File: src/rtl/pipe_hazard_ctrl_if.sv
// Control bundle between the pipeline datapath and pipe_hazard_ctrl.
// PIPE_STATS_EN adds the flush/bubble statistics counters.
interface pipe_hazard_ctrl_if #(
  parameter int unsigned CNT_W = 16,
  parameter int unsigned REG_W = 5
);
  logic             ihit;
  logic             dhit;
  logic             d_ren_o2;
  logic [REG_W-1:0] wsel_o2;
  logic [REG_W-1:0] rsel1_i2;
  logic [REG_W-1:0] rsel2_i2;
  logic             d_ren_o3;
  logic             d_wen_o3;
  logic             take_o3;
  logic             halt_o3;
  logic             pipe1_en;
  logic             pipe2_en;
  logic             pipe3_en;
  logic             pipe4_en;
  logic             flushed1;
  logic             flushed2;
  logic             flushed3;
  logic             pc_en;
  logic             halted;
  logic [CNT_W-1:0] stall_cnt;
`ifdef PIPE_STATS_EN
  logic [CNT_W-1:0] flush_cnt;
  logic [CNT_W-1:0] bubble_cnt;
`endif

  // Datapath side.
  modport master (
    output ihit, dhit, d_ren_o2, wsel_o2, rsel1_i2, rsel2_i2,
    output d_ren_o3, d_wen_o3, take_o3, halt_o3,
    input  pipe1_en, pipe2_en, pipe3_en, pipe4_en, flushed1, flushed2, flushed3,
    input  pc_en, halted, stall_cnt
`ifdef PIPE_STATS_EN
    , input flush_cnt, bubble_cnt
`endif
  );

  // Hazard controller side.
  modport slave (
    input  ihit, dhit, d_ren_o2, wsel_o2, rsel1_i2, rsel2_i2,
    input  d_ren_o3, d_wen_o3, take_o3, halt_o3,
    output pipe1_en, pipe2_en, pipe3_en, pipe4_en, flushed1, flushed2, flushed3,
    output pc_en, halted, stall_cnt
`ifdef PIPE_STATS_EN
    , output flush_cnt, bubble_cnt
`endif
  );
endinterface

File: src/rtl/pipe_hazard_ctrl.sv
// Pipeline hazard controller: latch enables/flushes, PC enable, halt latch, stall stats.
// Define PIPE_STATS_EN to add saturating flush and bubble counters.
module pipe_hazard_ctrl #(
  parameter int unsigned CNT_W = 16,
  parameter int unsigned REG_W = 5
) (
  input logic              CLK,
  input logic              nRST,
  pipe_hazard_ctrl_if.slave bus
);
  typedef enum logic [1:0] {StRun, StDwait, StHalt} state_e;

  state_e           state_q, state_d;
  logic [CNT_W-1:0] stall_q, stall_d;
  logic [REG_W-1:0] wsel;
  logic             memreq, mstall, lu;
  logic [3:0]       pipe_en;
  logic [2:0]       flushed;
  logic             pc_en;

  function automatic logic [CNT_W-1:0] sat_inc(input logic [CNT_W-1:0] v);
    return (v == '1) ? v : v + CNT_W'(1);
  endfunction

`ifdef PIPE_STATS_EN
  logic [CNT_W-1:0] flush_q, flush_d, bubble_q, bubble_d;
`endif

  assign wsel = bus.wsel_o2;

  always_comb begin
    memreq  = bus.d_ren_o3 | bus.d_wen_o3;
    mstall  = memreq & ~bus.dhit;
    // Register zero is never a real producer.
    lu      = bus.d_ren_o2 & (wsel != '0) & ((wsel == bus.rsel1_i2) | (wsel == bus.rsel2_i2));
    pipe_en = 4'b1111;
    flushed = 3'b000;
    pc_en   = 1'b1;
    state_d = state_q;
    stall_d = stall_q;
`ifdef PIPE_STATS_EN
    flush_d  = flush_q;
    bubble_d = bubble_q;
`endif
    if (state_q == StHalt) begin
      pipe_en = 4'b0000;
      pc_en   = 1'b0;
    end else if (mstall) begin
      pipe_en = 4'b0000;
      pc_en   = 1'b0;
      state_d = StDwait;
      stall_d = sat_inc(stall_q);
    end else begin
      // Halt only latches once the EX/MEM stage is free to advance.
      state_d = bus.halt_o3 ? StHalt : StRun;
      if (bus.take_o3) begin
        flushed = 3'b111;
`ifdef PIPE_STATS_EN
        flush_d = sat_inc(flush_q);
`endif
      end else if (lu) begin
        pipe_en[0] = 1'b0;
        pc_en      = 1'b0;
        flushed[1] = 1'b1;
`ifdef PIPE_STATS_EN
        bubble_d = sat_inc(bubble_q);
`endif
      end else if (!bus.ihit) begin
        flushed[0] = 1'b1;
        pc_en      = 1'b0;
      end
    end
  end

  always_ff @(posedge CLK or negedge nRST) begin
    if (!nRST) begin
      state_q <= StRun;
      stall_q <= '0;
    end else begin
      state_q <= state_d;
      stall_q <= stall_d;
    end
  end

`ifdef PIPE_STATS_EN
  always_ff @(posedge CLK or negedge nRST) begin
    if (!nRST) begin
      flush_q  <= '0;
      bubble_q <= '0;
    end else begin
      flush_q  <= flush_d;
      bubble_q <= bubble_d;
    end
  end

  assign bus.flush_cnt  = flush_q;
  assign bus.bubble_cnt = bubble_q;
`endif

  assign bus.pipe1_en  = pipe_en[0];
  assign bus.pipe2_en  = pipe_en[1];
  assign bus.pipe3_en  = pipe_en[2];
  assign bus.pipe4_en  = pipe_en[3];
  assign bus.flushed1  = flushed[0];
  assign bus.flushed2  = flushed[1];
  assign bus.flushed3  = flushed[2];
  assign bus.pc_en     = pc_en;
  assign bus.halted    = (state_q == StHalt);
  assign bus.stall_cnt = stall_q;
endmodule

File: src/flat_wrapper.sv
// flat-port wrapper written by rule: the top's interface ports become plain ports
module pipe_hazard_ctrl_flat 
#(
  parameter int unsigned CNT_W = 16,
  parameter int unsigned REG_W = 5
)
  (CLK, nRST, bus_ihit, bus_dhit, bus_d_ren_o2, bus_wsel_o2, bus_rsel1_i2, bus_rsel2_i2, bus_d_ren_o3, bus_d_wen_o3, bus_take_o3, bus_halt_o3, bus_pipe1_en, bus_pipe2_en, bus_pipe3_en, bus_pipe4_en, bus_flushed1, bus_flushed2, bus_flushed3, bus_pc_en, bus_halted, bus_stall_cnt);
  pipe_hazard_ctrl_if #(.CNT_W(CNT_W), .REG_W(REG_W)) bus_i ();
  input logic CLK;
  input logic nRST;
  input wire logic [$bits(bus_i.ihit)-1:0] bus_ihit;
  input wire logic [$bits(bus_i.dhit)-1:0] bus_dhit;
  input wire logic [$bits(bus_i.d_ren_o2)-1:0] bus_d_ren_o2;
  input wire logic [$bits(bus_i.wsel_o2)-1:0] bus_wsel_o2;
  input wire logic [$bits(bus_i.rsel1_i2)-1:0] bus_rsel1_i2;
  input wire logic [$bits(bus_i.rsel2_i2)-1:0] bus_rsel2_i2;
  input wire logic [$bits(bus_i.d_ren_o3)-1:0] bus_d_ren_o3;
  input wire logic [$bits(bus_i.d_wen_o3)-1:0] bus_d_wen_o3;
  input wire logic [$bits(bus_i.take_o3)-1:0] bus_take_o3;
  input wire logic [$bits(bus_i.halt_o3)-1:0] bus_halt_o3;
  output wire logic [$bits(bus_i.pipe1_en)-1:0] bus_pipe1_en;
  output wire logic [$bits(bus_i.pipe2_en)-1:0] bus_pipe2_en;
  output wire logic [$bits(bus_i.pipe3_en)-1:0] bus_pipe3_en;
  output wire logic [$bits(bus_i.pipe4_en)-1:0] bus_pipe4_en;
  output wire logic [$bits(bus_i.flushed1)-1:0] bus_flushed1;
  output wire logic [$bits(bus_i.flushed2)-1:0] bus_flushed2;
  output wire logic [$bits(bus_i.flushed3)-1:0] bus_flushed3;
  output wire logic [$bits(bus_i.pc_en)-1:0] bus_pc_en;
  output wire logic [$bits(bus_i.halted)-1:0] bus_halted;
  output wire logic [$bits(bus_i.stall_cnt)-1:0] bus_stall_cnt;
  assign bus_i.ihit = bus_ihit;
  assign bus_i.dhit = bus_dhit;
  assign bus_i.d_ren_o2 = bus_d_ren_o2;
  assign bus_i.wsel_o2 = bus_wsel_o2;
  assign bus_i.rsel1_i2 = bus_rsel1_i2;
  assign bus_i.rsel2_i2 = bus_rsel2_i2;
  assign bus_i.d_ren_o3 = bus_d_ren_o3;
  assign bus_i.d_wen_o3 = bus_d_wen_o3;
  assign bus_i.take_o3 = bus_take_o3;
  assign bus_i.halt_o3 = bus_halt_o3;
  assign bus_pipe1_en = bus_i.pipe1_en;
  assign bus_pipe2_en = bus_i.pipe2_en;
  assign bus_pipe3_en = bus_i.pipe3_en;
  assign bus_pipe4_en = bus_i.pipe4_en;
  assign bus_flushed1 = bus_i.flushed1;
  assign bus_flushed2 = bus_i.flushed2;
  assign bus_flushed3 = bus_i.flushed3;
  assign bus_pc_en = bus_i.pc_en;
  assign bus_halted = bus_i.halted;
  assign bus_stall_cnt = bus_i.stall_cnt;
  pipe_hazard_ctrl #(.CNT_W(CNT_W), .REG_W(REG_W)) u_core (.CLK(CLK), .nRST(nRST), .bus(bus_i));
endmodule
File: config.mk
export PLATFORM = sky130hd
export DESIGN_NAME = pipe_hazard_ctrl_flat
export DESIGN_NICKNAME = d
export VERILOG_FILES = /design/src/rtl/pipe_hazard_ctrl_if.sv /design/src/rtl/pipe_hazard_ctrl.sv /design/src/flat_wrapper.sv
export SDC_FILE = /design/constraint.sdc
export NUM_CORES = 1
export LEC_CHECK = 0
export BUFFER_PORTS_ARGS = -buffer_cell sky130_fd_sc_hd__buf_2
export CAP_MARGIN = 20
export CELL_PAD_IN_SITES_DETAIL_PLACEMENT = 0
export CELL_PAD_IN_SITES_GLOBAL_PLACEMENT = 1
export CORE_MARGIN = 2
export CORE_UTILIZATION = 35
export CTS_BUF_LIST = sky130_fd_sc_hd__clkbuf_4 sky130_fd_sc_hd__clkbuf_8
export CTS_CLUSTER_DIAMETER = 200
export DETAILED_ROUTE_END_ITERATION = 7
export GPL_TIMING_DRIVEN = 1
export PLACE_DENSITY_LB_ADDON = 0.1
export SLEW_MARGIN = 5
export SYNTH_ARGS = -nofsm -noshare
export SYNTH_HDL_FRONTEND = slang
export SYNTH_SLANG_ARGS = --single-unit
File: constraint.sdc
create_clock -name CLK -period 2.1 [get_ports CLK]
set_clock_uncertainty 0.05 [all_clocks]
set_input_delay 0.315 -clock CLK [delete_from_list [all_inputs] [get_ports CLK]]
set_output_delay 0.315 -clock CLK [all_outputs]
set_load 0.05 [all_outputs]
[Word-level counts from Yosys, hierarchy flattened]
Index checks and enable logic that the tools add are counted.
Word-level totals
  flip-flop bits (word level): 18
  input port bits: 24
  output and inout bits: 25
  logic and storage cells: 36
Operators by class
  $add $sub $neg: 1
  equality and inequality tests: 4
  mux-type cells: 19
  bitwise operators: 8
  reduce and logical (&&, ||, !) cells: 2
Operators with widths (number)
  16-bit by 1-bit adder with 16-bit output, second input constant: 1
  16-bit == test, second input constant: 1
  1-bit two-way mux: 12
  5-bit == test: 2
  3-bit two-way mux: 3
  2-bit two-way mux: 3
  5-bit nonzero test: 1
  4-bit two-way mux: 1
  1-bit bitwise AND: 3
  1-bit inverter: 3
  3-bit AND reduction: 1
  2-bit == test, second input constant: 1
  1-bit bitwise OR: 2

[Depth between registers and ports, before layout]
  depth after elaboration: 7
  depth in mapped cells: 6
  gate-level depth less buffers: 6

[Worst setup path before layout]
No wires, ideal clock.
  path kind: flip-flop to output port
  from: register u_core.state_q[1]
  to: output port bus_pipe1_en
  arrival: 2.876 ns
  required time: 1.735 ns
  path slack: -1.141 ns
  stages on the path, launching flop included: 4
  path buffers: 0
  cell sequence: dfrtp_1 > nor2b_1 > nor2b_1 > a21boi_0
On the way
  longest elaborated chain between the ends: 2
RTL lines
  start: declaration: line pipe_hazard_ctrl.sv:13  | state_e state_q, state_d;
  start signal: assignment: line pipe_hazard_ctrl.sv:77  | state_q <= StRun;
  start signal: assignment: line pipe_hazard_ctrl.sv:80  | state_q <= state_d;
  2-bit == test
  via bus_halted: line flat_wrapper.sv:29  | output wire logic [$bits(bus_i.halted)-1:0] bus_halted;
  4-bit two-way mux: line pipe_hazard_ctrl.sv:45  | if (state_q == StHalt) begin
  end: declaration: line flat_wrapper.sv:21  | output wire logic [$bits(bus_i.pipe1_en)-1:0] bus_pipe1_en;
The timed path passes the listed nets, and every way through them passes these cells.

[Final worst setup path]
  from: input port bus_wsel_o2[0]
  to: output port bus_pipe1_en
On the way
  longest elaborated chain between the ends: 7
  elaborated cells between the ends (all ways): 10
  classes of those cells: eq/ne: 2; mux: 4; bitwise: 3; reduce/logical: 1
RTL lines
  start: declaration: line flat_wrapper.sv:14  | input wire logic [$bits(bus_i.wsel_o2)-1:0] bus_wsel_o2;
  5-bit == test / 5-bit nonzero test (equally long branches): line pipe_hazard_ctrl.sv:35  | lu = bus.d_ren_o2 & (wsel != '0) & ((wsel == bus.rsel1_i2) | (wsel == bus.rsel2_i2));
  1-bit bitwise OR / 1-bit bitwise AND (equally long branches): line pipe_hazard_ctrl.sv:35
  1-bit bitwise AND (*): line pipe_hazard_ctrl.sv:35
  1-bit two-way mux (*): line pipe_hazard_ctrl.sv:61  | end else if (lu) begin
  1-bit two-way mux (*): line pipe_hazard_ctrl.sv:56  | if (bus.take_o3) begin
  1-bit two-way mux (*): line pipe_hazard_ctrl.sv:48  | end else if (mstall) begin
  4-bit two-way mux (*): line pipe_hazard_ctrl.sv:45
Every way passes the cells marked *; elsewhere a longest branch is shown, timed or not.

==> summary.md <==
| Metric | Value |
|---|---|
| Number of fill cells | 300 |
| Die H | around 60 um |
| RSZ-0062 raised after global routing | no |
| Cell Area, Synth | between 1000 and 1500 um^2 |
| Top Ports | just under 50 |
| Highest Signal Layer | met4 |
| Slew Viols, Final | 0 |
| GPL Wtd Cong | about 0.72 |
| Pre-antenna DRT Iters | 4 |
| Global-route wire length before repair | 4002 um |
| Fmax | approximately 0.5 GHz |
| Most frequent cells after synthesis | dfrtp_1 (18), xnor2_1 (10), xor2_1 (10) |
| Tmin final | 2.007 ns |
| DR vias | between 900 and 1000 |
| Core ar. | about 3000 um^2 |
| CTS sink cnt | 18 |
| Distinct cell type count after synthesis | 33 |
| Hold_ws | 0.2022 ns |
| Initial antenna violation count | 0 |
| Row count | 20 |
| HP Class | input port to register |
| Worst-Margin Slew | approximately 0.41 ns |
| Syn Nets | 135 |
| Startpoint Class | input port |
| Worst Slack Setup Final | 0.09308 ns |
| Dominant synthesized flop cell | dfrtp_1 |
| Metal3 WL | 116 um |
| CTS H-tree depth | 1 |
| Post-synthesis async set-or-reset flop share | between 90% and 100% |
| Peak supply drop | 0.6010 mV |
| Most frequent cell after synthesis | dfrtp_1 |
| Initial Util | 36.46% |
| Max-capacitance violation count | 0 |
| Hold Vio Cnt, Final | 0 |
| CP max FO | 4 |
| DR WL met2 | 1125 um |
| Synth top area share | around two fifths |
| Tcrit/Tclk final | 95.57% |
| Clock Latency Late Sink | around 0.30 ns |
| CP arrival | 1.64 ns |
| Required time worst endpoint | around 1.7 ns |
| Drt drc | 0 |
| Crit. End Element | output port |
| Vias in the first global route | 922 |
| Violation count after the first detailed-route iteration | 54 |
| Root Buffer | clkbuf_4 |
| Dominant cell type by area after synthesis | dfrtp_1 |
| Antenna Cells | 0 |
| Seq/Total Area, Yosys | just over 40% |
| Via density | 5.000 |
| I/O Buffers | 48 |
| Yosys Warn Count | 0 |
| Endpoints failing setup | 0 |
| Net count, final | 188 |
| Layout cell share with drive strength beyond 1 | 42.59% |
| Leakage | ~0.74 nW |
| Slew headroom | between 70% and 80% |
| Status | completed |
| Longest Clk Path Bufs | 2 |
| TNS Setup | 0 ns |
| Die area | about 3600 um^2 |
| Syn_area_per_cell | 9.953 um^2 |
| Gr usage total | 14.65% |
| CTS Buf Count | 3 |
| Cell Pwr Density | ~900 nW/um^2 |
| #FFs+latches synth | 18 |
| Global route total overflow | 0 |
| Syn Inst Count | 110 |
| Post-DP Area | roughly 1400 um^2 |
| Number of flops mapped to enable cells by yosys | 0 |
| Kind of critical path | input port to output port |
| WL met1 | 1136 um |
| DR WL/cell | about 12 um |
| Routed wire length | roughly 2400 um |
| Die Wd | between 50 and 60 um |
| Post-DP HPWL | between 1500 and 2000 um |
| Clock slew at reported path FFs | approximately 0.10 ns |
| Finished Cell Area | 1440 um^2 |
| Area growth syn-to-layout | 31.54% |
| Largest net degree at the start of global routing | 19 |
| Post-DRT Antenna Nets | 0 |
| Pre-CTS worst setup slack | around 0.036 ns |
| Top cells by area, synth | dfrtp_1 (41%), xnor2_1 (8.0%), xor2_1 (8.0%) |
| CTS tree | done |
-- critical path, stage by stage --
cell and delay [ns]:
buf_2 0.12, or4_1 0.51, o21ai_0 0.20, a21oi_2 0.10, a21boi_2 0.13, buf_2 0.27
-- final timing paths --
kind	slack, ns	end	cells after the start	start
min reg2reg	0.45	u_core.bus.stall_cnt[14]	1	u_core.bus.stall_cnt[14]
max in group asynchronous	1.29	u_core.bus.stall_cnt[13]	2	nRST
min	0.20	u_core.state_q[1]	3	bus_halt_o3
max	0.09	bus_pipe1_en	6	bus_wsel_o2[0]
min in group asynchronous	0.41	u_core.bus.stall_cnt[3]	2	nRST
max reg2reg	0.26	u_core.bus.stall_cnt[1]	5	u_core.bus.stall_cnt[0]
-- sequential cells by signal (all words and copies together), names as in the netlist --
name / count
u_core.state_q: 2
u_core.bus.stall_cnt: 16
-- stage by stage --
step	power [mW]	cells	util [%]
6_report	1.272	195	47.96
5_1_grt	1.347	195	47.96
3_5_place_dp	1.068	190	46.29
2_1_floorplan	0.9224	110	-
3_3_place_gp	1.062	190	46.29
4_1_cts	1.291	195	47.83
-- cells in the final DEF (no fill, tap or decap), types with 2 or more instances in the layout --
cell type   n
and2_1      3
nor3_1      3
nand3_1     8
mux2_2      2
a21oi_1     3
and3_1      5
a21oi_2     3
inv_1       3
buf_2      48
nand2_1     7
xnor2_1    10
dfrtp_1    18
clkbuf_4    3
nor2_1      5
xor2_1     10
o21ai_0     4
nor3_2      2
nand4_1     3
o21a_1      2
-- cells by family after synthesis --
| kind of cell | after synthesis | synth area share (%) |
|---|---|---|
| DFF | 18 | 41.14 |
| xor gates and xnor gates | 20 | 16.00 |
| muxes | 3 | 3.085 |
| AOI/OAI and AO/OA | 17 | 10.06 |
| buffers and inverters | 5 | 2.400 |
| adders and majority gates | 1 | 1.143 |
| and+or+nand+nor | 46 | 26.17 |
-- cell type report --
| cell class | instances | area, um^2 | share of cell area [%] |
|---|---|---|---|
| Tap cell | 33 | 41.29 | 2.867 |
| Clock buffer | 4 | 36.28 | 2.520 |
| Sequential cell | 18 | 450.4 | 31.28 |
| Inverter | 3 | 11.26 | 0.7819 |
| Multi-Input combinational cell | 87 | 643.1 | 44.66 |
| Timing Repair Buffer | 50 | 257.7 | 17.90 |
-- power breakdown --
| part | internal [mW] | switching, mW |
|---|---|---|
| clock network | 0.106 | 0.110 |
| registers | 0.403 | 0.0720 |
| logic | 0.160 | 0.421 |
| total | 0.669 | 0.603 |
-- repair_timing --
action,4_1_cts,5_1_grt
endpoints found under the setup margin,0,2
resized for setup,0,1
buffers inserted,0,0
hold buffers,1,0
endpoints found under the hold margin,18,0
-- routing by layer --
| layer | vias to the layer above | track usage (%) |
|---|---|---|
| li1 | 491 | - |
| met1 | 453 | 19.57 |
| met2 | 27 | 23.91 |
| met3 | 4 | 3.896 |
| met4 | 0 | 2.857 |
| met5 | - | 0 |
No activity file was read; power rests on OpenSTA's default activity.
